<file path="config.mk">
export PLATFORM = sky130hd
export DESIGN_NAME = psk_sweep_dispatcher_flat
export DESIGN_NICKNAME = d
export VERILOG_FILES = /design/src/rtl/psk_sweep_dispatcher_if.sv /design/src/rtl/psk_sweep_dispatcher.sv /design/src/flat_wrapper.sv
export SDC_FILE = /design/constraint.sdc
export NUM_CORES = 1
export LEC_CHECK = 0
export CAP_MARGIN = 40
export CORE_MARGIN = 10
export CORE_UTILIZATION = 50
export CTS_BUF_LIST = sky130_fd_sc_hd__clkbuf_4 sky130_fd_sc_hd__clkbuf_8
export DETAILED_ROUTE_END_ITERATION = 8
export PLACE_DENSITY_LB_ADDON = 0.25
export SLEW_MARGIN = 25
export SYNTH_ARGS = -nofsm -noshare
export SYNTH_HDL_FRONTEND = slang
export SYNTH_SLANG_ARGS = --single-unit
</file>
<file path="constraint.sdc">
create_clock -name clk -period 4.74 [get_ports clk]
set_clock_uncertainty 0.1 [all_clocks]
set_input_delay 1.185 -clock clk [delete_from_list [all_inputs] [get_ports clk]]
set_output_delay 1.185 -clock clk [all_outputs]
set_load 0.1 [all_outputs]
</file>
<file path="src/rtl/psk_sweep_dispatcher_if.sv">
// Correlator sign-bit input and sweep result bus of the PSK sweep dispatcher.
interface psk_sweep_dispatcher_if #(
    parameter int unsigned OFF_W = 5,
    parameter int unsigned CW_W  = 16
);
    logic             stb;
    logic             i_sign;
    logic             q_sign;
    logic             mode;
    logic [OFF_W-1:0] hold_offset;
    logic [CW_W-1:0]  control_word;
    logic [7:0]       value;
    logic [OFF_W-1:0] value_offset;
    logic             rdy;
    logic [7:0]       best_value;
    logic [OFF_W-1:0] best_offset;
    logic             sweep_done;
    logic             stb_overrun;

    // Sample source / result consumer side
    modport master (
        output stb, i_sign, q_sign, mode, hold_offset,
        input  control_word, value, value_offset, rdy,
               best_value, best_offset, sweep_done, stb_overrun
    );

    // Dispatcher side
    modport slave (
        input  stb, i_sign, q_sign, mode, hold_offset,
        output control_word, value, value_offset, rdy,
               best_value, best_offset, sweep_done, stb_overrun
    );
endinterface

</file>
<file path="src/rtl/psk_sweep_dispatcher.sv">
// PSK sweep dispatcher: measures average alternating I/Q sign run length per window,
// steps the NCO offset per window and tracks the best offset across a sweep.
module psk_sweep_dispatcher #(
    parameter int unsigned    CNT_W    = 8,
    parameter int unsigned    WIN_LOG2 = 12,
    parameter int unsigned    OFF_W    = 5,
    parameter int unsigned    CW_W     = 16,
    parameter logic [CW_W-1:0] BASE_CW = 16'h0ff0
) (
    input  logic                  clk,
    input  logic                  rst_in_n,
    psk_sweep_dispatcher_if.slave bus
);
    localparam int unsigned SUM_W = CNT_W + WIN_LOG2;

    typedef enum logic {PH_I = 1'b0, PH_Q = 1'b1} phase_t;

    logic               pend;
    logic               pend_i;
    logic               pend_q;
    logic               prime;
    logic               prev_i;
    logic               prev_q;
    phase_t             phase;
    logic [CNT_W-1:0]   cnt_i;
    logic [CNT_W-1:0]   cnt_q;
    logic [SUM_W-1:0]   sum;
    logic [WIN_LOG2-1:0] tcount;
    logic [OFF_W-1:0]   offset;
    logic               run_valid;
    logic [7:0]         run_best;
    logic [OFF_W-1:0]   run_best_off;

    logic               tr_i;
    logic               tr_q;
    logic               accept;
    logic               close;
    logic [CNT_W-1:0]   acc_len;
    logic [SUM_W-1:0]   sum_total;
    logic [SUM_W-1:0]   avg;
    logic [7:0]         win_value;
    logic [OFF_W-1:0]   next_off;
    logic               take_peak;
    logic [7:0]         peak_val;
    logic [OFF_W-1:0]   peak_off;
    logic               wrap;

    function automatic logic [CNT_W-1:0] sat_inc(input logic [CNT_W-1:0] c);
        return (c == '1) ? c : c + CNT_W'(1);
    endfunction

    // Transition detection, acceptance, window average and peak candidate
    always_comb begin
        tr_i      = pend_i != prev_i;
        tr_q      = pend_q != prev_q;
        accept    = pend && !prime && ((phase == PH_Q) ? tr_q : tr_i);
        close     = accept && (tcount == '1);
        acc_len   = (phase == PH_Q) ? cnt_q : cnt_i;
        sum_total = sum + SUM_W'(acc_len);
        avg       = sum_total >> WIN_LOG2;
        win_value = (|(avg >> 8)) ? 8'hff : 8'(avg);
        next_off  = bus.mode ? bus.hold_offset : offset + OFF_W'(1);
        take_peak = !run_valid || (win_value > run_best);
        peak_val  = take_peak ? win_value : run_best;
        peak_off  = take_peak ? offset : run_best_off;
        wrap      = !bus.mode && (offset == '1);
    end

    // Sample capture, run-length processing, window close and sweep bookkeeping
    always_ff @(posedge clk or negedge rst_in_n) begin
        if (!rst_in_n) begin
            pend             <= 1'b0;
            pend_i           <= 1'b0;
            pend_q           <= 1'b0;
            prime            <= 1'b1;
            prev_i           <= 1'b0;
            prev_q           <= 1'b0;
            phase            <= PH_I;
            cnt_i            <= '0;
            cnt_q            <= '0;
            sum              <= '0;
            tcount           <= '0;
            offset           <= '0;
            run_valid        <= 1'b0;
            run_best         <= '0;
            run_best_off     <= '0;
            bus.control_word <= BASE_CW;
            bus.value        <= '0;
            bus.value_offset <= '0;
            bus.rdy          <= 1'b0;
            bus.best_value   <= '0;
            bus.best_offset  <= '0;
            bus.sweep_done   <= 1'b0;
            bus.stb_overrun  <= 1'b0;
        end else begin
            bus.rdy        <= 1'b0;
            bus.sweep_done <= 1'b0;
            if (pend) begin
                pend <= 1'b0;
                if (bus.stb) begin
                    bus.stb_overrun <= 1'b1;
                end
                if (prime) begin
                    prev_i <= pend_i;
                    prev_q <= pend_q;
                    cnt_i  <= CNT_W'(1);
                    cnt_q  <= CNT_W'(1);
                    phase  <= PH_I;
                    prime  <= 1'b0;
                end else begin
                    cnt_i  <= tr_i ? CNT_W'(1) : sat_inc(cnt_i);
                    cnt_q  <= tr_q ? CNT_W'(1) : sat_inc(cnt_q);
                    prev_i <= pend_i;
                    prev_q <= pend_q;
                    if (accept) begin
                        phase  <= (phase == PH_Q) ? PH_I : PH_Q;
                        tcount <= tcount + WIN_LOG2'(1);
                        sum    <= sum_total;
                        if (close) begin
                            sum              <= '0;
                            prime            <= 1'b1;
                            bus.value        <= win_value;
                            bus.value_offset <= offset;
                            bus.rdy          <= 1'b1;
                            offset           <= next_off;
                            bus.control_word <= BASE_CW + CW_W'(next_off);
                            if (bus.mode) begin
                                run_valid    <= 1'b0;
                                run_best     <= '0;
                                run_best_off <= '0;
                            end else if (wrap) begin
                                bus.best_value  <= peak_val;
                                bus.best_offset <= peak_off;
                                bus.sweep_done  <= 1'b1;
                                run_valid       <= 1'b0;
                                run_best        <= '0;
                                run_best_off    <= '0;
                            end else begin
                                run_valid    <= 1'b1;
                                run_best     <= peak_val;
                                run_best_off <= peak_off;
                            end
                        end
                    end
                end
            end else if (bus.stb) begin
                pend   <= 1'b1;
                pend_i <= bus.i_sign;
                pend_q <= bus.q_sign;
            end
        end
    end
endmodule

</file>
<file path="src/flat_wrapper.sv">
// flat-port wrapper written by rule: the top's interface ports become plain ports
module psk_sweep_dispatcher_flat 
#(
    parameter int unsigned    CNT_W    = 8,
    parameter int unsigned    WIN_LOG2 = 12,
    parameter int unsigned    OFF_W    = 5,
    parameter int unsigned    CW_W     = 16,
    parameter logic [CW_W-1:0] BASE_CW = 16'h0ff0
)
  (clk, rst_in_n, bus_stb, bus_i_sign, bus_q_sign, bus_mode, bus_hold_offset, bus_control_word, bus_value, bus_value_offset, bus_rdy, bus_best_value, bus_best_offset, bus_sweep_done, bus_stb_overrun);
  psk_sweep_dispatcher_if #(.OFF_W(OFF_W), .CW_W(CW_W)) bus_i ();
  input  logic clk;
  input  logic rst_in_n;
  input wire logic [$bits(bus_i.stb)-1:0] bus_stb;
  input wire logic [$bits(bus_i.i_sign)-1:0] bus_i_sign;
  input wire logic [$bits(bus_i.q_sign)-1:0] bus_q_sign;
  input wire logic [$bits(bus_i.mode)-1:0] bus_mode;
  input wire logic [$bits(bus_i.hold_offset)-1:0] bus_hold_offset;
  output wire logic [$bits(bus_i.control_word)-1:0] bus_control_word;
  output wire logic [$bits(bus_i.value)-1:0] bus_value;
  output wire logic [$bits(bus_i.value_offset)-1:0] bus_value_offset;
  output wire logic [$bits(bus_i.rdy)-1:0] bus_rdy;
  output wire logic [$bits(bus_i.best_value)-1:0] bus_best_value;
  output wire logic [$bits(bus_i.best_offset)-1:0] bus_best_offset;
  output wire logic [$bits(bus_i.sweep_done)-1:0] bus_sweep_done;
  output wire logic [$bits(bus_i.stb_overrun)-1:0] bus_stb_overrun;
  assign bus_i.stb = bus_stb;
  assign bus_i.i_sign = bus_i_sign;
  assign bus_i.q_sign = bus_q_sign;
  assign bus_i.mode = bus_mode;
  assign bus_i.hold_offset = bus_hold_offset;
  assign bus_control_word = bus_i.control_word;
  assign bus_value = bus_i.value;
  assign bus_value_offset = bus_i.value_offset;
  assign bus_rdy = bus_i.rdy;
  assign bus_best_value = bus_i.best_value;
  assign bus_best_offset = bus_i.best_offset;
  assign bus_sweep_done = bus_i.sweep_done;
  assign bus_stb_overrun = bus_i.stb_overrun;
  psk_sweep_dispatcher #(.CNT_W(CNT_W), .WIN_LOG2(WIN_LOG2), .OFF_W(OFF_W), .CW_W(CW_W), .BASE_CW(BASE_CW)) u_core (.clk(clk), .rst_in_n(rst_in_n), .bus(bus_i));
endmodule
</file>
# --- Word level (Yosys, flattened, before mapping) ---
# Index checks and enable logic that the tools add are counted.
totals:
  reg_bits: 119
  latchBits: 0
  ram_bits: 0
  romBits: 0
  input_bits: 11
  output_inout_bits: 45
  mem_count: 0
op_classes:
  n_addsub: 6
  mul: 0
  div_mod_pow: 0
  order_cmp: 1
  n_eq_ne: 8
  n_shift: 0
  mux: 33
  n_bitwise: 3
  reduce_logical: 17
ops:
  columns: ["operator", "count"]
  rows:
  - ["8-bit 2-to-1 mux", 10]
  - ["20-bit by 8-bit adder with 20-bit output", 1]
  - ["20-bit 2-to-1 mux", 1]
  - ["5-bit 2-to-1 mux", 4]
  - ["1-bit 2-to-1 mux", 18]
  - ["8-bit by 1-bit adder with 8-bit output, second input constant", 2]
  - ["8-bit == test, second input constant", 2]
  - ["12-bit by 5-bit adder with 13-bit output, first input constant", 1]
  - ["12-bit by 1-bit adder with 12-bit output, second input constant", 1]
  - ["12-bit == test, second input constant", 1]
  - ["2-bit AND reduction", 5]
  - ["8-bit > comparator", 1]
  - ["3-bit by 1-bit inequality test with 1-bit output, second input constant", 2]
  - ["6-bit AND reduction", 1]
  - ["5-bit by 1-bit adder with 5-bit output, second input constant", 1]
  - ["5-bit == test, second input constant", 1]
  - ["1-bit logical AND", 4]
  - ["4-bit AND reduction", 1]
  - ["1-bit zero test", 3]
  - ["1-bit inverter", 3]
  - ["3-bit AND reduction", 1]
  - ["1-bit inequality test", 2]
  - ["2-bit nonzero test", 1]
  - ["1-bit logical OR", 1]

# --- Logic depth before layout (Yosys ltp) ---
# Gate-level depths: netlist of the first run.
logic_depth:
  ltp_word: 8
  mapped_depth: 18

# --- Worst setup path before layout of the first run ---
# No wires, ideal clock.
synth_timing:
  kind: "register to register"
  startpoint: "register u_core.phase"
  endpoint: "register u_core.run_best[0]"
  t_arrival_ns: 4.418
  path_slack_ns: 0.087
  stages_incl_launch_ff: 18
  n_path_buf: 2
  period_less_slack_ns: 4.653
  cell_sequence: "dfrtp_1 clkbuf_1 mux2_2 ha_1 fa_1 a211o_1 a211o_1 and4_1 xnor2_1 inv_1 ha_1 a211oi_1 nor2_1 nor4bb_1 nor2_1 nand3_1 clkbuf_1 o21ai_0"
synth_via:
  elab_chain_cells: 7
synth_lines:
  columns: ["element", "line_no", "source"]
  rows:
  - ["from (decl)", "psk_sweep_dispatcher.sv:24", "phase_t phase;"]
  - ["from (signal assigned)", "psk_sweep_dispatcher.sv:116", "phase <= (phase == PH_Q) ? PH_I : PH_Q;"]
  - ["8-bit 2-to-1 mux", "psk_sweep_dispatcher.sv:58", "acc_len = (phase == PH_Q) ? cnt_q : cnt_i;"]
  - ["20-bit by 8-bit adder with 20-bit output", "psk_sweep_dispatcher.sv:59", "sum_total = sum + SUM_W'(acc_len);"]
  - ["named net u_core.sum_total[16]", "psk_sweep_dispatcher.sv:39", "logic [SUM_W-1:0] sum_total;"]
  - ["8-bit > comparator", "psk_sweep_dispatcher.sv:63", "take_peak = !run_valid || (win_value > run_best);"]
  - ["1-bit logical OR", "psk_sweep_dispatcher.sv:63", null]
  - ["8-bit 2-to-1 mux", "psk_sweep_dispatcher.sv:64", "peak_val = take_peak ? win_value : run_best;"]
  - ["8-bit 2-to-1 mux", "psk_sweep_dispatcher.sv:131", "end else if (wrap) begin"]
  - ["8-bit 2-to-1 mux", "psk_sweep_dispatcher.sv:127", "if (bus.mode) begin"]
  - ["to (signal assigned)", "psk_sweep_dispatcher.sv:140", "run_best <= peak_val;"]
  - ["to (decl)", "psk_sweep_dispatcher.sv:31", "logic [7:0] run_best;"]
# The timed path passes the listed nets, and every way through them passes these cells.
# A chain may end at the register's enable or synchronous reset.

# --- Worst setup path after layout of the first run ---
layout_timing:
  startpoint: "register u_core.phase"
  endpoint: "register u_core.run_best[3]"
# Same word-level chain as after synthesis.

==> impl_results.md, run 1 <==
- Status: finished, final reports clean
- Final worst path period need: 4.45 ns
- Core Area: 0.0104 mm²
- Worst min path class: register to register
- ANT cells: 0
- Layout cell share with drive strength beyond 1: 0.152
- Worst-Margin Slew: 0.820 ns
- Fillers: 827
- Met1 global-route usage: 0.234
- Post-DP HPWL: 9.72 mm
- Grt met3 use: 0.0615
- Cell variety after synth: 53
- DRC errors left: 0
- Avg WL per Cell: 16.6 µm
- CTS tree: built
- CP Class: register to register
- RSZ-0062 raised after global routing: false
- Port Buf Inserts: 52
- Worst skew pair latency: 0.39 ns
- Area Overhead vs Synth: 28.3%
- H-tree levels: 3
- Die X: 124 µm
- Rows: 37
- Crit-path max FO: 13
- Grt ovf: 0
- Routed wire length: 13.2 mm
- Cell accounting for the most synthesized area: dfrtp_1
- Die area: 0.0154 mm²
- Initial antenna violation count: 0
- Leak: 3.17 nW
- Fin area: 0.00694 mm²
- FF+latch count, synth: 104
- Final hold vios: 0
- Total track usage: 0.181
- Final setup fails: 0
- Total negative slack: 0 ns
- Pre-CTS setup slack: 0.0676 ns
- Worst vdd ir: 0.000285 V
- Max Cap Viol: 0
- Mapped Area: 0.00541 mm²
- Final Wtd Congestion: 0.901
- Initial drt markers: 301
- Cts bufs inserted: 9
- Ys Warns: 0
- Post-synth EDFFs: 0
- Sequential share of the synthesized area: 0.482
- Post-cts repair resize count: 0
- Clock-pin slew on the worst setup and hold paths: 0.10 ns
- DR vias/cell: 5.55
- Vias in the first global route: 4478
- Die Y: 124 µm
- Ys async rst share: 1.00
- Hold Buf Count CTS: 0
- Register area: 0.00261 mm²
- Clock root buffer: clkbuf_8
- Pins over their slew limit: 0
- Final net count: 687
- Top cells by area, synth: dfrtp_1, o21ai_0, nand2_1, ha_1, xnor2_1
- PD cells: 302 mW/mm²
- Sink Count: 104
- Top cell type's share of synthesized area: 0.472
- Highest clock rate: 225 MHz
- Boundary Pins: 56
- Via count: 4413
- Final period util: 0.938
- Critical Path AT: 4.60 ns
- Post-Syn Area per Cell: 9.54 µm²
- Cells after synthesis: 567
- CP Capture Type: register
- PnR worst setup slack: 0.292 ns
- Wire length of the first global-routing pass: 22.3 mm
- Max-slew headroom: 0.451
- CTS Buffer Depth: 2
- Initial Util: 0.519
- CP startpoint kind: register
- Post-synth top flop: dfrtp_1
- Grt met2 use: 0.288
- Largest net degree at the start of global routing: 56
- Fin Hold WS: 0.369 ns
- Placed Area: 0.00671 mm²
- Area of the multi-input gates: 0.00257 mm²
- Setup Buffers After CTS: 0
- CP Data Required Time: 4.90 ns
- Core Util, Final: 0.666
- First drt pass iteration count: 4
- Antenna viol nets, final: 0
- GR peak layer: met2
[per-stage QoR]
| step | power [mW] | std cells |
|---|---|---|
| floorplan | 1.39 | 569 |
| global placement | 1.50 | 737 |
| detailed placement | 1.52 | 779 |
| CTS | 2.11 | 795 |
| global route | 2.22 | 795 |
| finish | 2.09 | 795 |
[sequential cells by signal, indices dropped and copies added (netlist names), 5 cells and up]
name                     count
u_core.run_best              8
u_core.run_best_off          5
u_core.cnt_i                 8
u_core.bus.best_offset       5
u_core.bus.best_value        8
u_core.cnt_q                 8
u_core.tcount               12
u_core.bus.value             8
u_core.bus.value_offset      5
u_core.sum                  20
u_core.offset                5
[cells in the mapped netlist (13+ instances only)]
cell and n:
o21ai_0 81, a21oi_1 22, o31ai_1 13, xnor2_1 17
nor2_1 22, nand2_1 76, ha_1 21, inv_1 24
nand3_1 19, dfrtp_1 102, xor2_1 15, clkbuf_1 18
mux2_2 13
[layout make-up]
type                            count  share of cell area
Clock buffer                       10              0.0189
Clock inverter                      6              0.0106
Inverter                           24              0.0130
Multi-Input combinational cell    408               0.370
Sequential cell                   104               0.376
Tap cell                          136              0.0245
Timing Repair Buffer              107               0.187
[worst max-delay path, cell delays in order, from the launching register on]
cell and delay, ns:
dfrtp_2 0.49, mux2_2 0.36, ha_1 0.22, fa_1 0.43, a211o_1 0.31, a211o_1 0.36, and4_1 0.24, xnor2_2 0.19
inv_1 0.09, ha_1 0.18, a211oi_1 0.27, nor2_2 0.10, nor4bb_2 0.41, nor2_2 0.13, nand3_1 0.10, buf_4 0.21
o21ai_0 0.11
[cell families (layout without fill, tap and decap cells)]
logic type      Yosys count  count (layout)  synth area share
compound gates          156             156             0.166
xor+xnor                 32              32            0.0518
fa+ha+maj                22              22            0.0523
buf+inv                  57             147            0.0488
flops                   104             104             0.482
mux                      22              22            0.0437
other cells               1               3          0.000694
simple gates            173             173             0.155
[worst paths after layout]
check,startpoint,endpoint,slack (ns),depth (start not counted)
min in group asynchronous,rst_in_n,u_core.cnt_q[1],0.65,1
hold reg to reg,u_core.tcount[10],u_core.tcount[10],0.37,1
setup reg to reg,u_core.phase,u_core.run_best[3],0.29,16
hold / removal,u_core.tcount[10],u_core.tcount[10],0.37,1
max in group asynchronous,rst_in_n,u_core.bus.value[1],3.05,2
setup / recovery,u_core.phase,u_core.run_best[3],0.29,16
[metal layers]
metal | vias to the layer above | part of all wire
met5 | - | 0
met4 | 0 | 0.012
met3 | 16 | 0.070
met2 | 113 | 0.49
met1 | 2136 | 0.43
li1 | 2148 | -
[report_power, final]
group,switching (mW),internal (mW)
clock,0.330,0.258
combinational,0.255,0.188
sequential,0.0963,0.966
total,0.682,1.41
[layout by cell type (no fill, tap or decap), drive strengths merged, types with 3 or more instances in the layout]
| cell type | n |
|---|---|
| a21o | 9 |
| and4 | 3 |
| buf | 56 |
| and3 | 5 |
| nand2 | 76 |
| a21oi | 22 |
| conb | 3 |
| clkdlybuf4s50 | 51 |
| xnor2 | 17 |
| mux2i | 9 |
| nor2 | 22 |
| nand4 | 8 |
| a31oi | 4 |
| nor2b | 3 |
| nand3 | 19 |
| ha | 21 |
| o31ai | 13 |
| nor3 | 9 |
| nand2b | 4 |
| o21ai | 91 |
| xor2 | 15 |
| inv | 27 |
| or2 | 5 |
| clkbuf | 10 |
| and2 | 5 |
| a211oi | 4 |
| dfrtp | 102 |
| mux2 | 13 |
No activity file was read; power rests on OpenSTA's default activity.
==> run 2: changes to the inputs <==
--- a/config.mk
+++ b/config.mk
@@ -15,3 +15,4 @@
 export SYNTH_ARGS = -nofsm -noshare
 export SYNTH_HDL_FRONTEND = slang
 export SYNTH_SLANG_ARGS = --single-unit
+export TNS_END_PERCENT = 30
==> results of run 2 <==
Same layout as run 1: the final DEF is identical, and so are final timing and power.
==> run 3: changes to the inputs <==
==> constraint.sdc (replaced) <==
create_clock -name clk -period 3.9 [get_ports clk]
set_clock_uncertainty 0.1 [all_clocks]
set_input_delay 0.975 -clock clk [delete_from_list [all_inputs] [get_ports clk]]
set_output_delay 0.975 -clock clk [all_outputs]
set_load 0.1 [all_outputs]
==> run 3 against run 2 <==
- the flow now finishes with violations (setup timing)
- worst setup slack lost 0.59 ns
- utilization grew 6.3 points
- clock-buffer cell count did not move
- sequential share of layout area down 3.2 points
- via count is 6.2% higher
- non-clock buffer count is 53 higher
- highest routed layer unchanged
- sequential power up 20%
- power rose by 32%
- maximum frequency rose by 6.0%
- register-to-register slack got worse by 0.59 ns
==> impl_results.md, run 3 (synthesized netlist as in run 1, its figures left out) <==
- Top flop regs: u_core.sum: 20 flops, u_core.tcount: 12 flops (unchanged)
- Worst-Margin Slew: 0.599 ns (was 0.820 ns)
- Top reg by flops: u_core.sum (unchanged)
- Commonest non-fill, non-tap cells in the layout: dfrtp_1, buf_4, nand2_1 (was dfrtp_1, o21ai_0, nand2_1)
- Cts bufs inserted: 9 (unchanged)
- Antenna viol nets, final: 0 (unchanged)
- CP startpoint kind: register (unchanged)
- Core Area: 0.0104 mm² (unchanged)
- Critical Path AT: 4.39 ns (was 4.60 ns)
- ANT cells: 0 (unchanged)
- Total track usage: 0.182 (was 0.181)
- Clock root buffer: clkbuf_8 (unchanged)
- Via count: 4688 (was 4413)
- Layout cell share with drive strength beyond 1: 0.284 (was 0.152)
- First drt pass iteration count: 7 (was 4)
- Die X: 124 µm (unchanged)
- Highest clock rate: 238 MHz (was 225 MHz)
- Largest net degree at the start of global routing: 64 (was 56)
- Initial drt markers: 304 (was 301)
- Total Power: 2.76 mW (was 2.09 mW)
- Vias in the first global route: 4658 (was 4478)
- Crit-path max FO: 6 (was 13)
- Final worst path period need: 4.20 ns (was 4.45 ns)
- Routed wire length: 14.2 mm (was 13.2 mm)
- Avg WL per Cell: 16.8 µm (was 16.6 µm)
- DR vias/cell: 5.53 (was 5.55)
- Boundary Pins: 56 (unchanged)
- PD cells: 364 mW/mm² (was 302 mW/mm²)
- Worst min path class: register to register (unchanged)
- Sink Count: 104 (unchanged)
- Final Wtd Congestion: 0.939 (was 0.901)
- Initial antenna violation count: 0 (unchanged)
- Final hold vios: 0 (unchanged)
- Area Overhead vs Synth: 40.4% (was 28.3%)
- Post-DP HPWL: 10.4 mm (was 9.72 mm)
- Worst Reg-to-Reg Cells: 18 (was 16)
- Pins over their slew limit: 0 (unchanged)
- Die Y: 124 µm (unchanged)
- CTS Buffer Depth: 2 (unchanged)
- WHS Path Cells: 1 (unchanged)
- Die area: 0.0154 mm² (unchanged)
- RSZ-0062 raised after global routing: true (was false)
- Rows: 37 (unchanged)
- CTS tree: built (unchanged)
- Clock-pin slew on the worst setup and hold paths: 0.10 ns (about the same)
- Leak: 3.47 nW (was 3.17 nW)
- Final setup fails: 26 (was 0)
- Final net count: 740 (was 687)
- Final period util: 1.08 (was 0.938)
- Initial Util: 0.519 (unchanged)
- PnR worst setup slack: -0.298 ns (was 0.292 ns)
- Total negative slack: -5.43 ns (was 0 ns)
- Worst vdd ir: 0.000285 V (about the same)
- Wire length of the first global-routing pass: 22.5 mm (was 22.3 mm)
- CP Data Required Time: 4.09 ns (was 4.90 ns)
- Pre-CTS setup slack: -0.246 ns (was 0.0676 ns)
- DRC errors left: 0 (unchanged)
- Max-slew headroom: 0.598 (was 0.451)
- H-tree levels: 3 (unchanged)
- CP Class: register to register (unchanged)
- Max Cap Viol: 0 (unchanged)
- Grt ovf: 0 (unchanged)
- Status: finished, violations left (was finished, final reports clean)
- Most common cell after layout, fill and taps aside: dfrtp_1 (unchanged)
- CP Capture Type: register (unchanged)
- Failing checks: setup timing
- Worst skew pair latency: 0.37 ns (was 0.39 ns)
- Port Buf Inserts: 52 (unchanged)
- Number of flip-flops under the largest register name: 20 (unchanged)
[run 3: cell types whose count changed in the layout (fill, tap and decap cells not counted), sizes merged]
cell	delta
buf	+65
clkdlybuf4s50	-12
clkinv	+2
clkinvlp	-1
inv	-1
[run 3: per-layer routing]
layer / GRT usage / part of all wire / vias up
met2: 0.325 / 0.52 / 115
met1: 0.218 / 0.41 / 2281
met5: 0 / 0 / -
li1: - / - / 2263
met3: 0.0271 / 0.042 / 29
met4: 0.0640 / 0.022 / 0
[run 3: stage by stage]
step	cell area (µm²)	utilization	cells	hold slack (ns)
after global routing	7590	0.729	848	0.394
after global placement	6580	0.632	787	0.340
final	7590	0.729	848	0.373
after CTS	7490	0.719	845	0.375
after detailed placement	7070	0.678	818	0.348
after floorplan	5640	-	569	0.334
[run 3: final timing paths]
check                             startpoint                           to  slack, ns
hold reg to reg            u_core.tcount[10]            u_core.tcount[10]       0.37
setup reg to reg                u_core.phase           u_core.run_best[7]      -0.30
min in group asynchronous           rst_in_n     u_core.bus.best_value[3]       0.49
setup / recovery                u_core.phase           u_core.run_best[7]      -0.30
hold / removal             u_core.tcount[10]            u_core.tcount[10]       0.37
max in group asynchronous           rst_in_n  u_core.bus.control_word[11]       2.45
[run 3: critical path, stage by stage (launching register included)]
cell      delay, ns
dfrtp_1        0.41
buf_4          0.17
mux2_4         0.31
ha_4           0.27
nand2_2        0.07
or4_4          0.56
and2_4         0.18
o31a_1         0.28
nor2_2         0.13
inv_1          0.10
ha_4           0.30
and4_4         0.23
nand4_1        0.11
o31a_1         0.18
buf_6          0.15
a21boi_4       0.22
buf_6          0.17
o21ai_1        0.07
o21ai_1        0.11
[run 3: timing repair]
action | 4_1_cts | 5_1_grt
gates resized for setup | 53 | 15
endpoints found under the setup margin | 26 | 26
gates cloned | 1 | 0
hold buffers | 0 | 0
buffers inserted | 10 | 3
pin swaps | 18 | 12
[run 3: final cells by class]
class / instances / area (µm²)
Multi-Input combinational cell: 408 / 2930
Timing Repair Buffer: 160 / 1590
Clock buffer: 10 / 131
Inverter: 24 / 90.1
Fill cell: 727 / 2830
Tap cell: 136 / 170
Clock inverter: 6 / 77.6
Sequential cell: 104 / 2610
[run 3: where the power goes]
| group | leakage, nW | switching (mW) | internal [mW] |
|---|---|---|---|
| combinational | 1.97 | 0.405 | 0.376 |
| clock | 0.104 | 0.399 | 0.316 |
| sequential | 1.39 | 0.0939 | 1.17 |
